<file path="src/rtl/dmem_arbiter_pkg.sv">
// Shared definitions for the data-memory arbiter: FSM states and requester ids.
package dmem_arbiter_pkg;

  typedef enum logic [1:0] {
    IDLE   = 2'd0,
    ACCESS = 2'd1,
    RESP   = 2'd2
  } state_t;

  localparam logic CPU_ID = 1'b0;
  localparam logic PER_ID = 1'b1;

endpackage

</file>
<file path="src/rtl/dmem_arbiter_rr_pick2.sv">
// Two-way round-robin pick: a lone requester wins; on a tie the one not granted last wins.
module rr_pick2
  import dmem_arbiter_pkg::*;
(
  input  logic [1:0] req,
  input  logic       last,
  output logic       winner,
  output logic       any
);

  always_comb begin
    any = |req;
    if (req == 2'b11) begin
      winner = ~last;
    end else if (req[1]) begin
      winner = PER_ID;
    end else begin
      winner = CPU_ID;
    end
  end

endmodule

</file>
<file path="src/rtl/dmem_arbiter.sv">
// Arbitrates CPU and peripheral access to one data memory; each transaction is
// a fixed IDLE -> ACCESS -> RESP sequence of three cycles.
module dmem_arbiter
  import dmem_arbiter_pkg::*;
#(
  parameter int DATA_W    = 32,
  parameter int ADDR_W    = 32,
  parameter int MEM_WORDS = 1024
) (
  input  logic              clk,
  input  logic              rst,
  input  logic [1:0]        req,
  input  logic [1:0]        we,
  input  logic [ADDR_W-1:0] addr0,
  input  logic [ADDR_W-1:0] addr1,
  input  logic [DATA_W-1:0] wdata0,
  input  logic [DATA_W-1:0] wdata1,
  output logic [1:0]        ack,
  output logic              err,
  output logic [DATA_W-1:0] rdata,
  output logic [ADDR_W-1:0] mem_addr,
  output logic [DATA_W-1:0] mem_wdata,
  output logic              mem_we,
  input  logic [DATA_W-1:0] mem_rdata,
  output logic              busy
);

  state_t            state_reg, state_next;
  logic              id_reg;
  logic              we_reg;
  logic [ADDR_W-1:0] addr_reg;
  logic [DATA_W-1:0] wdata_reg;
  logic              last_reg;
  logic              winner;
  logic              any_req;
  logic              in_range;

  rr_pick2 u_pick (
    .req    (req),
    .last   (last_reg),
    .winner (winner),
    .any    (any_req)
  );

  // Word index compared at 64 bits so no MEM_WORDS value can be truncated.
  assign in_range = 64'(addr_reg[ADDR_W-1:2]) < 64'(MEM_WORDS);

  always_ff @(posedge clk or negedge rst) begin
    if (!rst) begin
      state_reg <= IDLE;
      id_reg    <= CPU_ID;
      we_reg    <= 1'b0;
      addr_reg  <= '0;
      wdata_reg <= '0;
      last_reg  <= PER_ID;
    end else begin
      state_reg <= state_next;
      if (state_reg == IDLE && any_req) begin
        id_reg    <= winner;
        we_reg    <= we[winner];
        addr_reg  <= winner ? addr1 : addr0;
        wdata_reg <= winner ? wdata1 : wdata0;
      end
      if (state_reg == RESP) begin
        last_reg <= id_reg;
      end
    end
  end

  // Outputs decode only registered state, so an async reset clears them at once.
  always_comb begin
    state_next = state_reg;
    ack        = 2'b00;
    err        = 1'b0;
    rdata      = '0;
    mem_addr   = '0;
    mem_wdata  = '0;
    mem_we     = 1'b0;
    busy       = (state_reg != IDLE);
    case (state_reg)
      IDLE: begin
        if (any_req) state_next = ACCESS;
      end
      ACCESS: begin
        mem_addr   = addr_reg;
        mem_wdata  = wdata_reg;
        mem_we     = we_reg & in_range;
        state_next = RESP;
      end
      RESP: begin
        ack        = (id_reg == PER_ID) ? 2'b10 : 2'b01;
        err        = ~in_range;
        if (in_range && !we_reg) rdata = mem_rdata;
        state_next = IDLE;
      end
      default: state_next = IDLE;
    endcase
  end

endmodule

</file>
<file path="config.mk">
export PLATFORM = sky130hd
export DESIGN_NAME = dmem_arbiter
export DESIGN_NICKNAME = d
export VERILOG_FILES = /design/src/rtl/dmem_arbiter_pkg.sv /design/src/rtl/dmem_arbiter_rr_pick2.sv /design/src/rtl/dmem_arbiter.sv
export SDC_FILE = /design/constraint.sdc
export NUM_CORES = 1
export LEC_CHECK = 0
export ABC_AREA = 1
export CELL_PAD_IN_SITES_DETAIL_PLACEMENT = 1
export CELL_PAD_IN_SITES_GLOBAL_PLACEMENT = 1
export CORE_MARGIN = 5
export CORE_UTILIZATION = 25
export DETAILED_ROUTE_END_ITERATION = 8
export PLACE_DENSITY = 0.85
export SYNTH_ARGS = -nofsm -noshare
export SYNTH_HDL_FRONTEND = slang
export SYNTH_HIERARCHICAL = 1
export SYNTH_SLANG_ARGS = --single-unit
</file>
<file path="constraint.sdc">
create_clock -name clk -period 2.45 [get_ports clk]
set_input_delay 0.245 -clock clk [delete_from_list [all_inputs] [get_ports clk]]
set_output_delay 0.245 -clock clk [all_outputs]
set_load 0.1 [all_outputs]
</file>
==> flow_summary.yaml <==
status:
  run_status: "completed"
cts:
  clk_pin_slew_ns: 0.06
  cts_tree: "done"
  clk_path_buf_depth: 2
  numCtsBuffers: 9
  postCtsResizedCells: 0
  postCtsSetupRepairBufs: 0
  clock_insertion_delay_worst_skew_ns: 0.33
  cts-hold-fix-buffers: 0
  tritoncts_num_sinks: 69
  htree_levels: 3
  cts-root-buf: "sky130_fd_sc_hd__clkbuf_16"
worst_setup_path:
  cp-endpoint: "rdata[23]"
  most_prevalent_standard_cell_on_the_critical_path: "sky130_fd_sc_hd__nor2_1"
  timing.reg2reg.setup_slack_ns: 0.79
  reg2reg_to: "wdata_reg[9]"
  slowest_stage: "sky130_fd_sc_hd__dfrtp_1"
  critPathLaunchType: "register"
  critPathRequiredTime_ns: 2.20
  worstPathArrival_ns: 2.02
  worst_path_largest_cell_delay_ns: 0.43
  path_max_fanout: 32
  critPathCaptureType: "primary output"
  critical_path.cell_chain: "nor2_1 -> nand2_1 -> nor2_1 -> nand4_2 -> buf_4 -> nor2_1 -> buf_12"
  cp-startpoint: "addr_reg[12]"
  worst-setup-path-type: "reg -> out"
  rr_worst_depth: 6
  rr_startpoint: "state_reg[0]"
power_and_ir_drop:
  power-per-cell-area_nw_per_um2: 1480
  p_leak_nw: 3.65
  power.total_mw: 12.1
  part_of_the_power_in_the_clock_network: 0.104
  cell_internal_pwr_mw: 5.33
  power_switching_mw: 6.75
  power.switching_fraction: 0.559
  p_seq_frac: 0.174
  worst_ir_drop_vdd_uv: 706
  combinational_fraction_of_design_power: 0.723
final_layout:
  antenna_cells_inserted: 0
  fin_nets: 1017
  synthToLayoutAreaGrowth_pct: 102
  finish.utilization: 0.513
  post_route_cells_drive_above_1_share: 0.173
  final_cell_count_no_fill: 1072
routing:
  route.met3.wl_mm: 1.81
  number_of_vias_in_the_routed_layout: 4813
  top_signal_layer_used: "met4"
  via_per_inst: 4.49
  drt_iter0_markers: 103
  routed_length_per_instance_microns: 16.6
  detailedRoute.firstPassIterationCount: 4
  met1_length_mm: 6.52
  antenna_violating_nets_post_route: 0
  wl_mm: 17.8
  route.met2.wl_mm: 8.92
  remaining_drc_errors: 0
sta:
  final-max-slew-violation-count: 0
  timing.final.hold_violations: 0
  worst-slew-pin-transition_ns: 0.947
  min_period_over_period: 0.925
  clock.fmax_mhz: 441
  final.setup.tns_ns: 0
  setup_viol_count_final: 0
  grt_setup_unrepaired: "no"
  hold-worst-slack_ns: 0.0550
  max-slew-margin-rel: 0.369
  finClkSkew_ns: 0.0119
  period_needed_ns: 2.27
worst_hold_path:
  holdCritPathClass: "in -> async"
placed_design:
  port_bufs: 266
  hpwl_mm: 14.2
  placedCellCount: 1056
  gpl.final_weighted_congestion: 0.822
logic_synthesis:
  synth.avg_cell_area_sq_um: 6.68
  synth_top_family_by_area: "simple AND/OR/NAND/NOR gates"
  synth.net_count: 771
  yosys_warnings: 6
  postSynthRegisterBits: 69
  synthCells: 605
  synth_area_sq_um: 4040
  synth-simple-area-share: 0.341
  synthDistinctLibCells: 17
  synth_seq_area_share: 0.427
  fraction_of_the_mapped_netlist_area_in_compound_gates: 0.103
  yosys-mux-area-fraction: 0
  synthXorXnorAreaFrac: 0
  yosys.area_share.adder: 0
run:
  cap_violations: 0
global_route:
  globalRouteOverflowTotal: 0
  grt_pass1_wl_mm: 27.1
  grt_max_degree: 70
  grt_antenna_before_repair: 0
  grt_pass1_vias: 5180
  grtUsageTotal: 0.187
floorplan:
  starting_density_of_the_core: 0.254
  die_h_microns: 137
  die_x_microns: 137
  full_die_area_sq_um: 18800
  floorplan.rows: 46
  core_area_sq_um: 15900
  number_of_top_level_pins: 267
cells in the mapped netlist:
cell,instances,area (sq um)
sky130_fd_sc_hd__or2_1,1,6.26
sky130_fd_sc_hd__buf_4,2,15.0
sky130_fd_sc_hd__buf_6,7,78.8
sky130_fd_sc_hd__clkbuf_1,10,37.5
sky130_fd_sc_hd__dfstp_2,1,26.3
sky130_fd_sc_hd__buf_2,21,105
sky130_fd_sc_hd__nor2_1,164,616
sky130_fd_sc_hd__nand4_2,1,12.5
sky130_fd_sc_hd__a21oi_1,1,5.00
sky130_fd_sc_hd__nor2_2,15,93.8
sky130_fd_sc_hd__a31oi_1,65,407
sky130_fd_sc_hd__nand3_1,2,10.0
sky130_fd_sc_hd__o21ai_0,1,5.00
sky130_fd_sc_hd__inv_1,73,274
sky130_fd_sc_hd__inv_2,2,7.51
sky130_fd_sc_hd__nand2_1,171,642
sky130_fd_sc_hd__dfrtp_1,68,1700
worst max-delay path: cells and delay by family, from the launching register on:
kind	cells	cell delay [ns]
buffers and inverters	2	0.48
flip-flops	1	0.43
AND/OR/NAND/NOR	5	0.75
routing by layer:
metal,vias to the layer above,GRT usage
li1,2340,-
met1,2240,0.193
met2,200,0.341
met3,33,0.0680
met4,0,0.0765
met5,-,0
worst min path at each step:
stage,start,to,slack [ns],cells past startpoint
after detailed placement,rst,wdata_reg[8],0.45,1
after global routing,rst,wdata_reg[8],0.12,1
after floorplan,rst,addr_reg[0],-0.05,0
final,rst,wdata_reg[8],0.05,1
after CTS,rst,wdata_reg[8],0.09,1
after global placement,rst,wdata_reg[9],0.45,1
power groups by stage:
stage | sequential [mW] | clock, mW | combinational (mW)
floorplan | 2.00 | 0 | 5.64
global placement | 2.08 | 0 | 8.65
detailed placement | 2.13 | 0 | 8.84
CTS | 2.11 | 1.29 | 8.85
global route | 2.19 | 1.34 | 9.19
finish | 2.10 | 1.25 | 8.73
cells in the final DEF, fill, tap and decap left out, drive strengths merged, types with 2 or more instances in the layout:
| cell | instances |
|---|---|
| clkinv | 4 |
| clkbuf | 11 |
| nor2 | 179 |
| buf | 111 |
| inv | 75 |
| nand2 | 171 |
| dfrtp | 68 |
| nand3 | 2 |
| clkdlybuf4s50 | 164 |
| a31oi | 65 |
cells by family after synthesis:
logic type             count (synthesis)
buffers and inverters                115
AND/OR/NAND/NOR                      354
AO/OA/AOI/OAI                         67
flip-flops                            69
area by class of cell:
class,count,area [sq um]
multi-input cells,421,1810
inverters,75,284
well taps,216,270
clock inverters,5,35.0
repair buffers,275,3780
fillers,1873,7730
flip-flops and latches,69,1730
clock buffers,11,253
through the flow:
stage / setup WS, ns / cell area (sq um)
floorplan: -0.0674 / 4040
global placement: 0.618 / 7870
detailed placement: 0.526 / 7870
CTS: 0.164 / 8150
global route: 0.0560 / 8150
finish: 0.184 / 8150
(Power assumes the default switching activity.)
